`config.mk`:
```
export PLATFORM = sky130hd
export DESIGN_NAME = tile_fb_write_ctrl
export DESIGN_NICKNAME = d
export VERILOG_FILES = /design/src/rtl/tile_fb_write_ctrl_pkg.sv /design/src/rtl/tile_fill_seq.sv /design/src/rtl/tile_fb_write_ctrl.sv
export SDC_FILE = /design/constraint.sdc
export NUM_CORES = 1
export LEC_CHECK = 0
export ABC_AREA = 1
export BUFFER_PORTS_ARGS = -buffer_cell sky130_fd_sc_hd__buf_2
export CAP_MARGIN = 20
export CORE_MARGIN = 2
export CORE_UTILIZATION = 51
export CTS_CLUSTER_SIZE = 28
export DETAILED_ROUTE_END_ITERATION = 10
export PLACE_DENSITY = 0.79
export SKIP_LAST_GASP = 1
export SYNTH_ARGS = -nofsm -noshare
export SYNTH_HDL_FRONTEND = slang
export SYNTH_SLANG_ARGS = --single-unit
export TNS_END_PERCENT = 30
```
`constraint.sdc`:
```
create_clock -name clk -period 1.7 [get_ports clk]
set_input_delay 0.34 -clock clk [delete_from_list [all_inputs] [get_ports clk]]
set_output_delay 0.34 -clock clk [all_outputs]
set_load 0.005 [all_outputs]
```
`src/rtl/tile_fb_write_ctrl_pkg.sv`:
```
// tile_fb_write_ctrl_pkg: tile framebuffer geometry, colours and fill FSM states.
// The graphics driver imports this package too.
package tile_fb_write_ctrl_pkg;
    localparam int HTILES = 32;
    localparam int VTILES = 24;
    localparam int ADDR_W = 10;
    localparam int COLOR_W = 8;
    localparam logic [ADDR_W-1:0] NUM_TILES = ADDR_W'(HTILES * VTILES);
    localparam logic [ADDR_W-1:0] LAST_TILE = NUM_TILES - 1'b1;
    localparam logic [9:0] VIS_LINES = 10'd480;
    localparam logic [COLOR_W-1:0] BLK = 8'h00;
    localparam logic [COLOR_W-1:0] WHT = 8'hff;
    typedef enum logic [1:0] {IDLE, FILL, DONE} fill_state_t;
endpackage

```
`src/rtl/tile_fill_seq.sv`:
```
// tile_fill_seq: full-screen fill sequencer; walks tiles 0..NUM_TILES-1 with a latched colour.
module tile_fill_seq
    import tile_fb_write_ctrl_pkg::*;
(
    input  logic               clk,
    input  logic               rst,
    input  logic               fill_start,
    input  logic [COLOR_W-1:0] fill_color,
    input  logic               grant,
    output logic               fill_req,
    output logic [ADDR_W-1:0]  fill_addr,
    output logic [COLOR_W-1:0] fill_data,
    output logic               fill_busy,
    output logic               fill_done
);
    fill_state_t state_q, state_d;
    logic [ADDR_W-1:0] ptr_q, ptr_d;
    logic [COLOR_W-1:0] color_q, color_d;
    always_comb begin
        state_d = state_q;
        ptr_d = ptr_q;
        color_d = color_q;
        case (state_q)
            IDLE: if (fill_start) begin
                state_d = FILL;
                ptr_d = '0;
                color_d = fill_color;
            end
            // ptr parks on the last tile rather than stepping past the framebuffer
            FILL: if (grant) begin
                state_d = (ptr_q == LAST_TILE) ? DONE : FILL;
                ptr_d = (ptr_q == LAST_TILE) ? ptr_q : ptr_q + 1'b1;
            end
            default: state_d = IDLE;
        endcase
    end
    always_ff @(posedge clk) begin
        if (rst) begin
            state_q <= IDLE;
            ptr_q <= '0;
            color_q <= '0;
        end else begin
            state_q <= state_d;
            ptr_q <= ptr_d;
            color_q <= color_d;
        end
    end
    assign fill_req = (state_q == FILL);
    assign fill_busy = (state_q == FILL);
    assign fill_done = (state_q == DONE);
    assign fill_addr = ptr_q;
    assign fill_data = color_q;
endmodule

```
`src/rtl/tile_fb_write_ctrl.sv`:
```
// tile_fb_write_ctrl: arbitrates game-logic single writes against the fill sequencer
// onto one registered framebuffer write port, optionally only during vertical blanking.
module tile_fb_write_ctrl
    import tile_fb_write_ctrl_pkg::*;
#(
    parameter bit BLANK_ONLY = 1'b1
) (
    input  logic               clk,
    input  logic               rst,
    input  logic [9:0]         vc,
    input  logic               req_valid,
    input  logic [ADDR_W-1:0]  req_addr,
    input  logic [COLOR_W-1:0] req_color,
    output logic               req_ready,
    input  logic               fill_start,
    input  logic [COLOR_W-1:0] fill_color,
    output logic               fill_busy,
    output logic               fill_done,
    output logic               wr_en,
    output logic [ADDR_W-1:0]  wr_addr,
    output logic [COLOR_W-1:0] wr_data,
    output logic               addr_err
);
    logic write_ok, hs, addr_bad, single_wr, fill_req, fill_grant;
    logic [ADDR_W-1:0] fill_addr;
    logic [COLOR_W-1:0] fill_data;
    logic wr_en_q, wr_en_d, addr_err_q, addr_err_d;
    logic [ADDR_W-1:0] wr_addr_q, wr_addr_d;
    logic [COLOR_W-1:0] wr_data_q, wr_data_d;
    tile_fill_seq u_fill_seq (
        .clk        (clk),
        .rst        (rst),
        .fill_start (fill_start),
        .fill_color (fill_color),
        .grant      (fill_grant),
        .fill_req   (fill_req),
        .fill_addr  (fill_addr),
        .fill_data  (fill_data),
        .fill_busy  (fill_busy),
        .fill_done  (fill_done)
    );
    // A handshake always blocks the fill that cycle, even when the address is dropped.
    always_comb begin
        write_ok = !BLANK_ONLY || (vc >= VIS_LINES);
        req_ready = write_ok && !rst;
        hs = req_valid && req_ready;
        addr_bad = (req_addr >= NUM_TILES);
        single_wr = hs && !addr_bad;
        fill_grant = fill_req && write_ok && !hs;
        wr_en_d = single_wr || fill_grant;
        wr_addr_d = single_wr ? req_addr : fill_grant ? fill_addr : wr_addr_q;
        wr_data_d = single_wr ? req_color : fill_grant ? fill_data : wr_data_q;
        addr_err_d = hs && addr_bad;
    end
    always_ff @(posedge clk) begin
        if (rst) begin
            wr_en_q <= 1'b0;
            wr_addr_q <= '0;
            wr_data_q <= '0;
            addr_err_q <= 1'b0;
        end else begin
            wr_en_q <= wr_en_d;
            wr_addr_q <= wr_addr_d;
            wr_data_q <= wr_data_d;
            addr_err_q <= addr_err_d;
        end
    end
    assign wr_en = wr_en_q;
    assign wr_addr = wr_addr_q;
    assign wr_data = wr_data_q;
    assign addr_err = addr_err_q;
endmodule

```
; ---- Word level (Yosys, flattened, before mapping)
; Index checks and enable logic that the tools add are counted.
[totals]
register_bits = 40
input_bits = 40
wordCells = 44
[op_classes]
addsub = 1
n_lt_le_gt_ge = 2
eq_ne = 6
mux = 12
n_reduce_logical = 16
[op_table]
columns = operator, n
row1 = 10-bit 2-to-1 mux, 5
row2 = 10-bit case mux with 2 select lines, 1
row3 = 8-bit 2-to-1 mux, 2
row4 = "10-bit by 1-bit adder with 10-bit output, second input constant", 1
row5 = "10-bit == test, second input constant", 1
row6 = "10-bit greater-or-equal comparator, second input constant", 1
row7 = "10-bit by 9-bit greater-or-equal comparator with 1-bit output, second input constant", 1
row8 = 1-bit logical AND, 6
row9 = 2-bit 2-to-1 mux, 3
row10 = "2-bit inequality test, second input constant", 2
row11 = 2-bit case mux with 2 select lines, 1
row12 = 2-bit AND reduction, 2
row13 = 4-bit AND reduction, 1
row14 = 2-bit nonzero test, 2
row15 = 1-bit logical NOT, 3
row16 = "2-bit by 1-bit == test with 1-bit output, second input constant", 1
row17 = "2-bit == test, second input constant", 1
row18 = 2-bit logical NOT, 1
row19 = "2-bit by 1-bit inequality test with 1-bit output, second input constant", 1
row20 = 1-bit logical OR, 1

; ---- Longest topological paths before layout
; Gate-level depths: netlist (run 1).
[depth]
depth_word = 7
ltp_mapped = 11

; ---- Cells and area by module
; From an unflattened synthesis (run 1), not the netlist that was laid out.
[unflattened]
hier_cells = 335
area_unflattened_um2 = 2155.8
[by_module_without_submodules]
columns = mod, n_inst, cells_per_inst, area_each_um2
row1 = tile_fb_write_ctrl, 1, 185, 1152.4
row2 = tile_fill_seq, 1, 150, 1003.5

; ---- Worst setup path before layout (run 1)
; No wires, ideal clock.
[synth_path]
path_kind = register to register
startpoint = register u_fill_seq.ptr_q[0] (netlist: u_fill_seq.fill_addr[0])
endpoint = register u_fill_seq.state_q[0]
setup_ns = 0.110
t_arrival_ns = 1.433
path_slack_ns = 0.158
stages_incl_launch_ff = 12
n_path_buf = 1
cell_sequence = dfxtp_1 ha_1 nand2_1 nor2_2 nand2_2 nor2_4 nor2_4 nand3_4 buf_12 nand2_1 nand2_1 inv_1
[synth_between]
elab_chain_len = 4
[synth_rtl]
columns = element, line
row1 = from (decl), tile_fill_seq.sv:17  ; logic [ADDR_W-1:0] ptr_q, ptr_d;
row2 = from (signal assigned), tile_fill_seq.sv:44  ; ptr_q <= ptr_d;
row3 = 10-bit == test, tile_fill_seq.sv:31  ; state_d = (ptr_q == LAST_TILE) ? DONE : FILL;
row4 = 2-bit 2-to-1 mux, tile_fill_seq.sv:31
row5 = 2-bit 2-to-1 mux, tile_fill_seq.sv:30  ; FILL: if (grant) begin
row6 = 2-bit case mux with 2 select lines, tile_fill_seq.sv:23  ; case (state_q)
row7 = to (signal assigned), tile_fill_seq.sv:43  ; state_q <= state_d;
row8 = to (decl), tile_fill_seq.sv:16  ; fill_state_t state_q, state_d;
; No other way between the ends. The select of a mux whose other input is x is not followed.
; A chain may end at the register's enable or synchronous reset.

; ---- Worst setup path in the final report (run 1)
[layout_path]
startpoint = register u_fill_seq.ptr_q[4] (netlist: u_fill_seq.fill_addr[4])
endpoint = register u_fill_seq.ptr_q[0] (netlist: u_fill_seq.fill_addr[0])
[layout_between]
elab_chain_len = 3
[layout_rtl]
columns = element, line
row1 = 10-bit == test, tile_fill_seq.sv:32  ; ptr_d = (ptr_q == LAST_TILE) ? ptr_q : ptr_q + 1'b1;
row2 = 2-bit inequality test (no source line), n/a
row3 = 4-bit AND reduction (no source line), n/a
; No other way between the ends.

==> results of run 1 <==
==> kinds of logic (layout without fill, tap and decap cells) <==
kind of cell / after synthesis / after routing / share of synthesized area (%)
AND/OR/NAND/NOR: 168 / 168 / 36.1
buffers and inverters: 52 / 119 / 10.8
AO/OA/AOI/OAI: 46 / 46 / 13.3
flip-flops: 40 / 40 / 38.7
adder cells (fa/ha/maj): 1 / 1 / 0.605
XOR/XNOR: 1 / 1 / 0.424
==> how the worst max path moves through the flow <==
stage | to | startpoint
after CTS | u_fill_seq.fill_addr[0] | u_fill_seq.fill_addr[4]
after global routing | u_fill_seq.fill_addr[0] | u_fill_seq.fill_addr[4]
after global placement | u_fill_seq.fill_addr[0] | vc[7]
after floorplan | u_fill_seq.state_q[0] | u_fill_seq.fill_addr[0]
final | u_fill_seq.fill_addr[0] | u_fill_seq.fill_addr[4]
after detailed placement | u_fill_seq.fill_addr[0] | vc[7]
==> power breakdown <==
group	internal [mW]	leakage [nW]	switching [mW]	total [mW]
Combinational	0.144	0.830	0.227	0.371
Sequential	0.989	0.327	0.0320	1.02
Clock	0.578	0.0642	0.334	0.911
==> worst max-delay path, cell delays in order, from the launching register on <==
cell and delay [ns]:
dfxtp_1 0.45, nand2_1 0.12, nor2_2 0.16, nand2_2 0.09, nor2_4 0.12, nor2_4 0.05, nand3_4 0.20, nand2_1 0.08
nand2_1 0.07, nor2_1 0.04
==> registers in the layout, indices dropped and copies added (netlist names) <==
register / count
u_fill_seq.fill_addr: 10
addr_err: 1
u_fill_seq.state_q: 2
u_fill_seq.fill_data: 8
wr_en: 1
wr_data: 8
wr_addr: 10
==> through the flow <==
step	area, sq um	total power, mW	hold slack, ns	instances
after global placement	2450	1.40	0.452	418
final	2570	2.30	0.290	425
after detailed placement	2450	1.41	0.452	418
after CTS	2570	2.31	0.287	425
after floorplan	2070	1.29	0.455	308
after global routing	2570	2.40	0.295	425
==> final cells by class <==
| class | instances | share of cell area, % |
|---|---|---|
| inverter | 43 | 6.37 |
| multi-input combinational | 216 | 40.5 |
| timing repair buffer | 69 | 14.6 |
| tap | 50 | 2.43 |
| sequential | 40 | 31.1 |
| clock inverter | 2 | 2.33 |
| clock buffer | 5 | 2.67 |
==> per-layer routing <==
metal | part of all wire, % | vias to the layer above | global-route usage [%]
met5 | 0 | - | 0
met4 | 1.7 | 0 | 11.7
met3 | 6.5 | 7 | 3.50
met2 | 47 | 65 | 38.1
met1 | 44 | 919 | 27.6
li1 | - | 1087 | -
==> cell usage after synthesis, types with 2 or more instances <==
cell type  number
nand4_1         6
buf_2           4
nand3_1        10
nand2_1        63
o21ai_1         2
a21oi_2         6
o21ai_0        15
nor2_2          2
inv_1          38
nand2_2         6
dfxtp_1        40
clkbuf_1        3
nor2_1         71
nand2_4         3
a21oi_1        21
inv_2           4
nor2_4          2
==> layout by cell type, fill, tap and decap left out, types with 2 or more instances in the layout <==
master     synthesis  routed
nor2_4             2       2
nand3_1           10      10
inv_2              4       4
a21oi_2            6       6
buf_2              4      57
clkbuf_8           0       5
o21ai_0           15      15
nor2_1            71      71
nand2_2            6       6
nand4_1            6       6
o21ai_1            2       2
nor2_2             2       2
buf_4              1      12
bufinv_16          0       2
a21oi_1           21      21
nand2_4            3       3
dfxtp_1           40      40
nand2_1           63      63
inv_1             38      38
==> reports/qor.txt, run 1 <==
Gr ovfl total -> 0
Hold EP -> u_fill_seq.fill_addr[8]
Post-synth top area share -> 38.7%
Worst endpoint data arrival time -> 1.68 ns
Port Buf Inserts -> 57
Post-DRT Antenna Nets -> 0
Maximum VDD drop -> 467 uV
Seq cells post-synth -> 40
Core area -> 3940 sq um
Critical Path Fanout Max -> 15
Place WS -> 0.175 ns
Min Tclk post-route -> 1.49 ns
Number of fill cells -> 373
Max capacitance violation total -> 0
Post_cts resized -> 0
Nets -> 416
CTS Hold Bufs -> 0
Post-synth ARST share -> 0%
Vias in the first global route -> 1823
Critical path endpoint category -> flip-flop
Power Density -> 895 nW/um^2
Postcts setup bufs -> 0
Hold Crit Depth -> 2
CTS tree -> built
Row cnt -> 23
Synth cell types -> 29
Final WL -> 4820 um
Cells after Synth -> 308
Worst flop-to-flop path startpoint -> u_fill_seq.fill_addr[4]
Vias -> 2078
Synth area leader -> dfxtp_1
Synthesis Warnings -> 0
Synth top area cells -> dfxtp_1 39%, nor2_1 13%, nand2_1 11%, inv_1 6.9%, a21oi_1 5.1%
Initial Util -> 52.4%
Clock transition at path regs -> 0.08 ns
EDFF count, synth -> 0
Hold path startpoint -> rst
Syn Std Cell Area -> 2070 sq um
Required time worst endpoint -> 1.89 ns
Area Overhead vs Synth -> 24.6%
Final setup TNS -> 0 ns
Final setup viols -> 0
DP HPWL -> 3490 um
Initial antenna violation count -> 0
Starting DRT DRC Count -> 142
GR Util All Layers -> 22.6%
Chip Height -> 67.7 um
First-pass GRT wire length -> 7760 um
Number of buffers created by CTS -> 5
Reg2Reg Depth -> 9
Worst R2R Setup Slack -> 0.21 ns
Max_slew headroom -> 81.1%
Fin util -> 65.3%
Crit Path Class -> reg2reg
H-tree depth -> 2
Clk sinks -> 40
Dominant synthesized flop cell -> dfxtp_1
Seq/Total Area, Yosys -> 38.7%
Clock Latency Late Sink -> 0.29 ns
TritonRoute pass-1 iters -> 4
Skew final -> 0.00729 ns
Routed len/inst -> 11.4 um
Worst reg2reg endpoint -> u_fill_seq.fill_addr[0]
Final Cycle Share -> 87.4%
Largest net degree at the start of global routing -> 24
GPL Wtd Cong -> 0.868
I/O Pins -> 63
Mapped Nets -> 349
Slew @ Worst Pin -> 0.283 ns
Number of max-slew violations in the final report -> 0
FF+latch area -> 801 sq um
Layout cells sized above 1 -> 27.7%
Number of remaining DRC errors -> 0
Final Hold Vio Count -> 0
Multi-input gate area -> 1040 sq um
Vias per cell -> 4.89
Ant. Diodes -> 0
Worst Setup Start Kind -> flip-flop
Worst setup margin -> 0.215 ns
Die width -> 67.7 um
FMAX -> 673 MHz
Root Driver -> clkbuf_8
Clock tree buffer depth -> 2
P_leak -> 1.22 nW
Status -> complete, no violations
Hold Crit Class -> in2reg
Mean post-synth cell area -> 6.71 sq um
Die area -> 4580 sq um
RSZ-0062 raised after global routing -> false
No activity file was read; power rests on OpenSTA's default activity.
==> inputs of run 2 (changes only) <==
--- a/config.mk
+++ b/config.mk
@@ -8,7 +8,6 @@
 export ABC_AREA = 1
 export BUFFER_PORTS_ARGS = -buffer_cell sky130_fd_sc_hd__buf_2
 export CAP_MARGIN = 20
-export CORE_MARGIN = 2
 export CORE_UTILIZATION = 51
 export CTS_CLUSTER_SIZE = 28
 export DETAILED_ROUTE_END_ITERATION = 10
==> run 2 against run 1 <==
Effect of this change:
- clock power decreased by 30%
- die area decreased by 5.8%
- final cell count increased by 0.24%
- via count decreased by 1.4%
- sequential cell count unchanged
- largest cell class unchanged
- largest power group unchanged
==> reports/qor.txt, run 2 (synthesis results as in run 1) <==
Crit-path cells -> ha_1 > nand2_1 > nor2_2 > nand2_2 > nor2_4 > nor2_4 > nand3_4 > nand2_1 > nand2_1 > nor2_1
Vias per cell -> 4.81 (-1.7%)
Postcts setup bufs -> 0 (unchanged)
Vias in the first global route -> 1929 (+5.8%)
Max_slew headroom -> 80.5% (-0.63 points)
Clock tree buffer depth -> 2 (unchanged)
Max capacitance violation total -> 0 (unchanged)
Die width -> 65.7 um (-3.0%)
Critical-path top delay cell -> dfxtp_1
I/O Pins -> 63 (unchanged)
Die area -> 4310 sq um (-5.8%)
Clock Latency Late Sink -> 0.29 ns (about the same)
Skew final -> 0.00903 ns (+0.00175 ns)
Row cnt -> 22 (-4.3%)
GPL Wtd Cong -> 0.914 (+5.3%)
Worst hold slack -> 0.303 ns (+0.0128 ns)
CP most frequent cell -> nand2_1
Worst Setup Start Kind -> flip-flop
Worst endpoint data arrival time -> 1.69 ns (about the same)
Nets -> 418 (+0.48%)
Routed len/inst -> 10.9 um (-3.8%)
Maximum VDD drop -> 409 uV (-12%)
Cell area after layout -> 2550 sq um (-0.92%)
Final WL -> 4650 um (-3.5%)
Number of max-slew violations in the final report -> 0 (unchanged)
Port Buf Inserts -> 57 (unchanged)
Max incr delay on CP -> 0.35 ns (-0.10 ns)
Commonest non-fill, non-tap cell in the layout -> nor2_1
Layout cells sized above 1 -> 28.3% (+0.57 points)
Starting DRT DRC Count -> 101 (-29%)
Critical Path Fanout Max -> 15 (unchanged)
Critical path endpoint category -> flip-flop
CTS Hold Bufs -> 0 (unchanged)
Number of buffers created by CTS -> 5 (unchanged)
H-tree depth -> 2 (unchanged)
Post-DRT Antenna Nets -> 0 (unchanged)
Area Overhead vs Synth -> 23.4%
Root Driver -> clkbuf_8
Crit path buffers/inverters -> 0 (unchanged)
Required time worst endpoint -> 1.88 ns (about the same)
Clk sinks -> 40 (unchanged)
Final Cycle Share -> 88.7% (+1.3 points)
Largest net degree at the start of global routing -> 18 (-25%)
First-pass GRT wire length -> 8110 um (+4.5%)
Final setup TNS -> 0 ns (unchanged)
RSZ-0062 raised after global routing -> false
Chip Height -> 65.7 um (-3.0%)
CTS tree -> built
Clock transition at path regs -> 0.08 ns (about the same)
Hold Crit Class -> in2reg
Final setup viols -> 0 (unchanged)
Delay-heaviest family, CP -> simple AND/OR/NAND/NOR gates
Vias -> 2048 (-1.4%)
Slew @ Worst Pin -> 0.292 ns (+0.00908 ns)
Initial Util -> 54.8% (+2.4 points)
Min Tclk post-route -> 1.51 ns (+0.0223 ns)
Core area -> 3770 sq um (-4.3%)
Ant. Diodes -> 0 (unchanged)
DP HPWL -> 3440 um (-1.3%)
Status -> complete, no violations
TritonRoute pass-1 iters -> 4 (unchanged)
P_leak -> 1.22 nW (-0.25%)
Initial antenna violation count -> 0 (unchanged)
GR Util All Layers -> 24.1% (+1.5 points)
Number of fill cells -> 344 (-7.8%)
Commonest non-fill, non-tap cells in the layout -> 71 x nor2_1, 63 x nand2_1, 57 x buf_2
Post_cts resized -> 0 (unchanged)
Fin util -> 67.7% (+2.3 points)
FMAX -> 663 MHz (-1.5%)
Power Density -> 797 nW/um^2 (-11%)
Placed inst area -> 2460 sq um (+0.51%)
Final Hold Vio Count -> 0 (unchanged)
Worst R2R Setup Slack -> 0.19 ns (-0.02 ns)
Number of remaining DRC errors -> 0 (unchanged)
Gr ovfl total -> 0 (unchanged)
Crit Path Class -> reg2reg
-- run 2: cell count changes in the layout (fill, tap and decap cells not counted), sizes merged --
cell	change
buf	+2
clkinv	+2
clkbuf	+1
bufinv	-2
-- run 2: routing by layer --
layer	GRT usage (%)	wire length, um	vias up	part of all wire (%)
met5	0	0	-	0
met1	30.1	2240	906	48
met4	9.24	73	0	1.6
met3	3.82	190	8	4.1
met2	41.1	2150	40	46
li1	-	-	1094	-
-- run 2: final cells by class --
type | instances | area [sq um] | area share (%)
Multi-Input combinational cell | 216 | 1040 | 40.9
Tap cell | 48 | 60.1 | 2.35
Clock buffer | 6 | 82.6 | 3.24
Clock inverter | 2 | 10.0 | 0.392
Timing Repair Buffer | 71 | 390 | 15.3
Sequential cell | 40 | 801 | 31.4
Inverter | 43 | 164 | 6.42
-- run 2: power by group --
part / internal [mW] / switching (mW) / total [mW]
combinational: 0.147 / 0.225 / 0.372
clock: 0.324 / 0.316 / 0.640
sequential: 0.990 / 0.0314 / 1.02
total: 1.46 / 0.573 / 2.03
-- run 2: path summary, 6_finish.rpt --
check / start / endpoint / cells after the start
worst min-delay path: fill_color[7] / u_fill_seq.fill_data[7] / 3
worst min register to register: wr_addr[7] / wr_addr[7] / 2
worst max-delay path: u_fill_seq.fill_addr[0] / u_fill_seq.fill_addr[2] / 10
worst max register to register: u_fill_seq.fill_addr[0] / u_fill_seq.fill_addr[2] / 10
-- run 2: worst reg2reg max path, stage by stage, from the launching register on --
cell and delay [ns]:
dfxtp_1 0.35, ha_1 0.19, nand2_1 0.08, nor2_2 0.13, nand2_2 0.09, nor2_4 0.12
nor2_4 0.05, nand3_4 0.20, nand2_1 0.09, nand2_1 0.07, nor2_1 0.04
-- run 2: through the flow --
| stage | worst slack, ns | std cells | total power, mW |
|---|---|---|---|
| 2_1_floorplan | 0.158 | 308 | 1.29 |
| 3_3_place_gp | 0.228 | 418 | 1.40 |
| 3_5_place_dp | 0.198 | 418 | 1.41 |
| 4_1_cts | 0.206 | 426 | 2.05 |
| 5_1_grt | 0.00479 | 426 | 2.14 |
| 6_report | 0.193 | 426 | 2.03 |
==> inputs of run 3 (changes only) <==
--- a/config.mk
+++ b/config.mk
@@ -8,10 +8,13 @@
 export ABC_AREA = 1
 export BUFFER_PORTS_ARGS = -buffer_cell sky130_fd_sc_hd__buf_2
 export CAP_MARGIN = 20
-export CORE_UTILIZATION = 51
+export CELL_PAD_IN_SITES_DETAIL_PLACEMENT = 1
+export CELL_PAD_IN_SITES_GLOBAL_PLACEMENT = 2
+export CORE_UTILIZATION = 27
 export CTS_CLUSTER_SIZE = 28
 export DETAILED_ROUTE_END_ITERATION = 10
-export PLACE_DENSITY = 0.79
+export HOLD_SLACK_MARGIN = 0.15
+export PLACE_DENSITY_LB_ADDON = 0.1
 export SKIP_LAST_GASP = 1
 export SYNTH_ARGS = -nofsm -noshare
 export SYNTH_HDL_FRONTEND = slang
==> run 3 against run 2 <==
Effect of this change:
- design area rose by 4.7%
- total power rose by 8.6%
- hold slack got worse by 0.020 ns
- final cell count rose by 13%
- sequential share of layout area fell by 1.4 points
- critical path depth did not move
- setup slack improved by 0.0034 ns
- combinational power rose by 4%
- non-clock buffer count rose by 5
- global-route usage fell by 7.0 points
- clock skew fell by 0.0058 ns
- critical endpoint is now u_fill_seq.fill_addr[0]
- largest cell class unchanged
- highest routed layer unchanged
==> reports/qor.txt, run 3 (synthesis results as in run 1) <==
Max_slew headroom -> 77.8% (-2.7 points)
Power Density -> 826 nW/um^2 (+3.7%)
First-pass GRT wire length -> 10100 um (+24%)
Max incr delay on CP -> 0.34 ns (about the same)
Worst setup margin -> 0.196 ns (+0.00344 ns)
Nets -> 423 (+1.2%)
Clock tree buffer depth -> 2 (unchanged)
Area Overhead vs Synth -> 29.2%
Fin util -> 36.4% (-31 points)
Critical path endpoint -> u_fill_seq.fill_addr[0]
Clk sinks -> 40 (unchanged)
Maximum VDD drop -> 317 uV (-22%)
Post_cts resized -> 0 (unchanged)
Final setup viols -> 0 (unchanged)
Crit Path Class -> reg2reg
Initial Util -> 28.2% (-27 points)
Skew final -> 0.00319 ns (-0.00585 ns)
Number of remaining DRC errors -> 0 (unchanged)
Row cnt -> 31 (+41%)
FMAX -> 665 MHz (+0.23%)
Clock transition at path regs -> 0.08 ns (about the same)
Number of max-slew violations in the final report -> 0 (unchanged)
Post-DRT Antenna Nets -> 0 (unchanged)
Crit-path cells -> ha_1 > nand2_1 > nor2_2 > nand2_2 > nor2_4 > nor2_4 > nand3_4 > nand2_1 > nand2_1 > nor2_1
Final Cycle Share -> 88.5% (-0.20 points)
Initial antenna violation count -> 0 (unchanged)
I/O Pins -> 63 (unchanged)
Gr ovfl total -> 0 (unchanged)
Critical Path Fanout Max -> 15 (unchanged)
Clock Latency Late Sink -> 0.30 ns (about the same)
Core area -> 7330 sq um (+94%)
Port Buf Inserts -> 57 (unchanged)
GR Util All Layers -> 17.2% (-7.0 points)
GPL Wtd Cong -> 0.779 (-15%)
Vias per cell -> 4.36 (-9.3%)
Worst flop-to-flop path startpoint -> u_fill_seq.fill_addr[1]
Required time worst endpoint -> 1.89 ns (about the same)
Number of buffers created by CTS -> 5 (unchanged)
Total power -> 2.21 mW (+8.6%)
Final setup TNS -> 0 ns (unchanged)
Die width -> 89.5 um (+36%)
Routed len/inst -> 12.6 um (+16%)
Placed Cells -> 474 (+13%)
Met1 track demand over resource -> 22.2% (-7.9 points)
Worst endpoint data arrival time -> 1.70 ns (about the same)
CP most frequent cell -> nand2_1
CTS tree -> built
Hold Crit Class -> in2reg
Worst Setup Start Kind -> flip-flop
Starting DRT DRC Count -> 56 (-45%)
Ant. Diodes -> 0 (unchanged)
Critical-path top delay cell -> dfxtp_1
Die area -> 8010 sq um (+86%)
Postcts setup bufs -> 0 (unchanged)
Commonest non-fill, non-tap cell in the layout -> nor2_1
Most Crowded Layer GR -> met2
Met2 usage -> 28.7% (-12 points)
Root Driver -> clkbuf_8
P_leak -> 1.25 nW (+2.5%)
Critical path endpoint category -> flip-flop
CTS Hold Bufs -> 0 (unchanged)
Grt met3 use -> 3.51% (-0.31 points)
Worst R2R Setup Slack -> 0.20 ns (about the same)
DP HPWL -> 4570 um (+33%)
Max capacitance violation total -> 0 (unchanged)
Layout cells sized above 1 -> 29.2% (+0.94 points)
Slew @ Worst Pin -> 0.333 ns (+0.0404 ns)
Vias in the first global route -> 2060 (+6.8%)
Chip Height -> 89.5 um (+36%)
TritonRoute pass-1 iters -> 4 (unchanged)
Final Hold Vio Count -> 0 (unchanged)
Vias -> 2101 (+2.6%)
Commonest non-fill, non-tap cells in the layout -> 71 x nor2_1, 63 x nand2_1, 57 x buf_2
Largest net degree at the start of global routing -> 21 (+3)
Finished Layout Cells -> 482 (+13%)
Final WL -> 6090 um (+31%)
Worst reg2reg endpoint -> u_fill_seq.fill_addr[0]
RSZ-0062 raised after global routing -> false
Place WS -> 0.0544 ns (-0.143 ns)
Min Tclk post-route -> 1.50 ns (-0.00344 ns)
Reg2Reg Depth -> 10 (unchanged)
H-tree depth -> 2 (unchanged)
Status -> complete, no violations
Setup crit start -> u_fill_seq.fill_addr[1]
-- run 3: cell types whose count changed in the layout (fill, tap and decap cells not counted), sizes merged --
cell / previous run / this run
clkinvlp: 0 / 1
bufinv: 0 / 1
clkinv: 2 / 1
clkbuf: 6 / 5
buf: 71 / 76
-- run 3: routing by layer --
metal / part of all wire, % / up-vias
met3: 3.9 / 4
met2: 47 / 49
met5: 0 / -
li1: - / 1099
met1: 48 / 949
met4: 1.1 / 0
-- run 3: area by class of cell --
| cell class | instances | area (sq um) |
|---|---|---|
| Timing Repair Buffer | 76 | 428 |
| Clock buffer | 5 | 68.8 |
| Fill cell | 971 | 4660 |
| Inverter | 43 | 164 |
| Multi-Input combinational cell | 216 | 1040 |
| Sequential cell | 40 | 801 |
| Clock inverter | 3 | 42.5 |
| Tap cell | 99 | 124 |
-- run 3: metrics by stage --
step	cell area [sq um]	hold WS (ns)
2_1_floorplan	2070	0.455
3_3_place_gp	2560	0.451
3_5_place_dp	2560	0.456
4_1_cts	2670	0.280
5_1_grt	2670	0.303
6_report	2670	0.283
-- run 3: worst min-delay path by stage --
stage	from	endpoint	cells after the start
detailed placement	wr_addr[5]	wr_addr[5]	2
CTS	fill_color[0]	u_fill_seq.fill_data[0]	3
finish	fill_color[0]	u_fill_seq.fill_data[0]	3
global placement	wr_addr[2]	wr_addr[2]	2
floorplan	u_fill_seq.fill_data[0]	u_fill_seq.fill_data[0]	2
global route	fill_color[0]	u_fill_seq.fill_data[0]	3
-- run 3: worst max-delay path: cells and delay by family, from the launching register on --
kind | cells | cell delay [ns]
AND/OR/NAND/NOR | 9 | 0.88
flip-flops | 1 | 0.34
adder cells (fa/ha/maj) | 1 | 0.18
-- run 3: report_power, final --
| group | switching, mW | internal (mW) |
|---|---|---|
| combinational | 0.239 | 0.148 |
| clock | 0.365 | 0.435 |
| sequential | 0.0310 | 0.989 |
| total | 0.636 | 1.57 |
